$ cat config.mk
export PLATFORM = sky130hd
export DESIGN_NAME = cmp16_serial
export DESIGN_NICKNAME = d
export VERILOG_FILES = /design/src/rtl/cmp16_serial.sv
export SDC_FILE = /design/constraint.sdc
export NUM_CORES = 1
export LEC_CHECK = 0
export ABC_AREA = 1
export CAP_MARGIN = 30
export CORE_ASPECT_RATIO = 0.9
export CORE_UTILIZATION = 50
export CTS_CLUSTER_DIAMETER = 30
export DETAILED_ROUTE_END_ITERATION = 6
export PLACE_DENSITY = 0.79
export SLEW_MARGIN = 5
export SYNTH_ARGS = -nofsm -noshare
export SYNTH_HDL_FRONTEND = slang
export SYNTH_SLANG_ARGS = --single-unit
$ cat constraint.sdc
create_clock -name clk -period 2.5 [get_ports clk]
set_clock_uncertainty 0.1 [all_clocks]
set_input_delay 0.5 -clock clk [delete_from_list [all_inputs] [get_ports clk]]
set_output_delay 0.5 -clock clk [all_outputs]
set_load 0.01 [all_outputs]
$ cat src/rtl/cmp16_serial.sv
`default_nettype none
// ============================================================================
// Module      : cmp16_serial
// Description : Serial 16-bit unsigned magnitude comparator, one nibble per
//               clock, LSB nibble first, with optional cascade inputs enabled
//               by the CMP16_CASCADE_IN_EN macro.
// Revision    : 1.0 - initial release
// ============================================================================
module cmp16_serial (
   input  logic        clk,
   input  logic        rst_n,
   input  logic        start,
   input  logic [15:0] A,
   input  logic [15:0] B,
   input  logic        AlBin,
   input  logic        AnBin,
   input  logic        AbBin,
   output logic        busy,
   output logic        done,
   output logic        AlB,
   output logic        AnB,
   output logic        AbB
);

   localparam logic [1:0] S_IDLE = 2'd0;
   localparam logic [1:0] S_RUN  = 2'd1;
   localparam logic [1:0] S_DONE = 2'd2;

   localparam logic [2:0] RES_GT = 3'b100;
   localparam logic [2:0] RES_LT = 3'b010;
   localparam logic [2:0] RES_EQ = 3'b001;

   logic [1:0]  state_q, state_d;
   logic [1:0]  cnt_q, cnt_d;
   logic [15:0] a_q, a_d;
   logic [15:0] b_q, b_d;
   logic [2:0]  res_q, res_d;
   logic [2:0]  out_q, out_d;

   logic [2:0]  init_res;
   logic [3:0]  a_nib;
   logic [3:0]  b_nib;
   logic [2:0]  nib_res;

`ifdef CMP16_CASCADE_IN_EN
   // Contradictory cascade codes are carried through so they surface only on a full tie.
   always_comb begin
      init_res = RES_EQ;
      if (AbBin) begin
         init_res = RES_EQ;
      end else begin
         case ({AlBin, AnBin})
            2'b10:   init_res = RES_GT;
            2'b01:   init_res = RES_LT;
            2'b11:   init_res = 3'b000;
            default: init_res = 3'b110;
         endcase
      end
   end
`else
   logic unused_cascade;
   assign unused_cascade = AlBin ^ AnBin ^ AbBin;
   assign init_res       = RES_EQ;
`endif

   assign a_nib = a_q[{cnt_q, 2'b00} +: 4];
   assign b_nib = b_q[{cnt_q, 2'b00} +: 4];

   // A later (more significant) nibble that differs overrides everything below it.
   always_comb begin
      nib_res = res_q;
      if (a_nib > b_nib) begin
         nib_res = RES_GT;
      end else if (a_nib < b_nib) begin
         nib_res = RES_LT;
      end
   end

   always_ff @(posedge clk or negedge rst_n) begin
      if (!rst_n) begin
         state_q <= S_IDLE;
      end else begin
         state_q <= state_d;
      end
   end

   always_ff @(posedge clk or negedge rst_n) begin
      if (!rst_n) begin
         cnt_q <= 2'd0;
         a_q   <= 16'd0;
         b_q   <= 16'd0;
         res_q <= 3'b000;
         out_q <= 3'b000;
      end else begin
         cnt_q <= cnt_d;
         a_q   <= a_d;
         b_q   <= b_d;
         res_q <= res_d;
         out_q <= out_d;
      end
   end

   always_comb begin
      state_d = state_q;
      case (state_q)
         S_IDLE:  if (start) state_d = S_RUN;
         S_RUN:   if (cnt_q == 2'd3) state_d = S_DONE;
         S_DONE:  state_d = S_IDLE;
         default: state_d = S_IDLE;
      endcase
   end

   always_comb begin
      cnt_d = cnt_q;
      a_d   = a_q;
      b_d   = b_q;
      res_d = res_q;
      out_d = out_q;
      case (state_q)
         S_IDLE: begin
            if (start) begin
               a_d   = A;
               b_d   = B;
               res_d = init_res;
               cnt_d = 2'd0;
            end
         end
         S_RUN: begin
            cnt_d = cnt_q + 2'd1;
            res_d = nib_res;
            if (cnt_q == 2'd3) begin
               out_d = nib_res;
            end
         end
         default: begin
            cnt_d = cnt_q;
         end
      endcase
   end

   always_comb begin
      busy = 1'b0;
      done = 1'b0;
      case (state_q)
         S_RUN:  busy = 1'b1;
         S_DONE: begin
            busy = 1'b1;
            done = 1'b1;
         end
         default: begin
            busy = 1'b0;
            done = 1'b0;
         end
      endcase
   end

   assign AlB = out_q[2];
   assign AnB = out_q[1];
   assign AbB = out_q[0];

endmodule
`default_nettype wire

==> results.py <==
metrics = {
    "run_status": {
        "status": "completed",
    },
    "sta": {
        "finalHoldViolCount": 0,
        "hold_ws_ps": 230,
        "layout_min_cycle_time_ps": 2180,
        "final.period_utilization_pct": 87.0,
        "rsz0062_at_grt": "false",
        "setup_tns_ps": 0,
        "slew_headroom_pct": 38.8,
        "setup_viol": 0,
        "fmax_mhz": 460,
        "slew_violations": 0,
        "worst_pin_slew_ps": 918,
    },
    "route": {
        "first_iter_violations": 170,
        "antenna_left": 0,
        "wl_per_cell_microns": 12.1,
        "routed_via_density": 4.93,
        "drt-total-wl_mm": 4.06,
        "num_vias": 1658,
        "drt-pass1-iter-count": 4,
        "drcViolationCount": 0,
    },
    "clock_network": {
        "cts_max_path_buffers": 2,
        "cts_root_buffer": "clkbuf_8",
        "numCtsBuffers": 5,
        "h-tree-depth": 2,
        "cts_tree": "built",
        "path_clk_slew_ps": 80,
        "cts_hold_buf": 0,
        "cts_resized": 0,
        "clock_latency_ps": 300,
        "cts.sink_count": 42,
        "postCtsSetupBuffers": 0,
    },
    "die": {
        "ioPinCount": 43,
        "die_area_sq_mm": 0.00423,
        "core_sq_mm": 0.00376,
        "fp.dieH_microns": 61.8,
        "fp-row-count": 21,
        "die_x_microns": 68.5,
        "start_util_pct": 52.9,
    },
    "synth": {
        "synthCells": 249,
        "synthArstFlopShare_pct": 100,
        "ys_seq_area_share_pct": 52.9,
        "netlist_area_sq_mm": 0.00199,
        "synth_top_area_share_pct": 52.9,
        "ys_ff_latch": 42,
        "syn-num-nets": 295,
        "synth.distinct_cells": 19,
        "synth.area.top_cells": "dfrtp_1 (53%), nand2_1 (23%), ha_1 (5.0%)",
        "yosys-top-cells-count": "nand2_1 (122), dfrtp_1 (42), o21ai_0 (19)",
        "synth_top_cell_by_area": "dfrtp_1",
        "yosys_warnings": 0,
        "synth_ff_type": "dfrtp_1",
        "synth_edf_count": 0,
        "syn_avg_cell_area_sq_um": 7.98,
        "synth_most_common_cell": "nand2_1",
    },
    "setup_path": {
        "critPathLaunchType": "register",
        "endpoint_kind": "primary output",
        "required_ps": 1900,
        "crit_type": "reg -> out",
        "cp_data_arrival_time_ps": 1580,
        "critPathMaxFanout": 3,
    },
    "power_and_ir_drop": {
        "internal_power_mw": 1.73,
        "power.leakage_nw": 1.27,
        "p_per_area_mw_per_mm2": 1180,
        "seq_power_share_pct": 40.2,
        "p_switching_mw": 1.23,
        "switching_share_pct": 41.6,
        "clockPowerShare_pct": 14.6,
        "vdd_drop_max_mv": 0.511,
        "pwr-share-comb_pct": 45.2,
    },
    "global_routing": {
        "grt_first_pass_wirelength_mm": 6.51,
        "grt_pass1_vias": 1492,
        "grt_overflow_total": 0,
        "grt_use_total_pct": 21.4,
        "antenna_found_initial": 0,
        "grt_max_degree": 43,
    },
    "job": {
        "maxCapViolCount": 0,
    },
    "place": {
        "finalWeightedCongestion": 0.799,
        "portBuffers": 39,
        "dp_hpwl_mm": 2.82,
    },
    "worst_hold_path": {
        "hold_class": "in -> async",
    },
    "layout": {
        "area_growth_pct": 25.6,
        "fill_cells": 329,
        "drive_above_1_share_pct": 5.86,
        "diodes": 0,
        "nets": 335,
    },
}
==> worst max-delay path, cell delays in order, from the launching register on <==
cell and delay (ps):
dfrtp_1 380, inv_1 70, ha_1 290, clkdlybuf4s50_1 530
==> cell families after synthesis <==
kind of cell | count (synthesis) | share of synthesized area (%)
AOI/OAI and AO/OA | 33 | 9.57
adders and majority gates | 8 | 5.04
buffers and inverters | 21 | 4.28
DFF | 42 | 52.9
and+or+nand+nor | 145 | 28.2
==> power by group through the flow <==
stage / clock, mW / sequential (mW) / combinational, mW
finish: 0.433 / 1.19 / 1.33
global route: 0.465 / 1.22 / 1.56
CTS: 0.436 / 1.18 / 1.34
detailed placement: 0 / 1.18 / 1.34
global placement: 0 / 1.18 / 1.28
floorplan: 0 / 1.13 / 0.989
==> sequential cells by signal (all words and copies together), names as in the netlist <==
register,cells
out_q,3
cnt_q,2
res_q,3
state_q,2
b_q,16
a_q,16
==> worst paths after layout <==
kind,slack [ps],from,cells past startpoint,endpoint
worst max-delay path,320,state_q[0]$_DFFE_PN0P_,3,busy
worst min-delay path,230,rst_n,1,cnt_q[1]$_DFFE_PN0P_
worst max register to register,430,cnt_q[1]$_DFFE_PN0P_,11,out_q[1]$_DFFE_PN0P_
worst min register to register,380,b_q[5]$_DFFE_PN0P_,2,b_q[5]$_DFFE_PN0P_
max in group asynchronous,1490,rst_n,1,b_q[12]$_DFFE_PN0P_
min in group clk,380,b_q[5]$_DFFE_PN0P_,2,b_q[5]$_DFFE_PN0P_
==> routing by layer <==
layer	vias to the layer above	wire, microns	track usage (%)
li1	863	-	-
met1	741	2090	30.1
met2	46	1700	31.5
met3	8	201	4.93
met4	0	65	9.52
met5	-	0	0
==> through the flow <==
stage / instances / utilization [%] / instance area, sq um / setup WS [ps] / power [mW]
after global routing: 336 / 66.4 / 2490 / 211 / 3.25
after detailed placement: 328 / 64.1 / 2410 / 481 / 2.53
after global placement: 328 / 64.1 / 2410 / 507 / 2.47
after CTS: 336 / 66.4 / 2490 / 323 / 2.96
after floorplan: 249 / - / 1990 / 688 / 2.12
final: 336 / 66.4 / 2490 / 325 / 2.96
==> area by class of cell <==
type / instances / area (sq um) / area share [%]
Multi-Input combinational cell: 186 / 851 / 34.1
Timing Repair Buffer: 41 / 400 / 16.0
Tap cell: 46 / 57.6 / 2.31
Clock inverter: 2 / 13.8 / 0.552
Inverter: 13 / 48.8 / 1.96
Clock buffer: 6 / 72.6 / 2.91
Sequential cell: 42 / 1050 / 42.1
==> cells in the final DEF (no fill, tap or decap) <==
cell / netlist / layout
nand2_1: 122 / 122
dfrtp_1: 42 / 42
clkdlybuf4s50_1: 0 / 38
o21ai_0: 19 / 19
nor2_1: 18 / 18
inv_1: 9 / 9
ha_1: 8 / 8
o22ai_1: 5 / 5
clkbuf_8: 0 / 5
inv_2: 4 / 4
o22a_1: 4 / 4
o21ai_1: 2 / 2
a21oi_1: 2 / 2
nand3_1: 2 / 2
buf_4: 0 / 2
nand2_2: 1 / 1
o21ai_2: 1 / 1
nor2_4: 1 / 1
nor3b_1: 1 / 1
clkbuf_1: 2 / 1
clkinv_2: 0 / 1
clkinv_4: 0 / 1
buf_2: 5 / 1
Power figures use the tool's default switching activity.
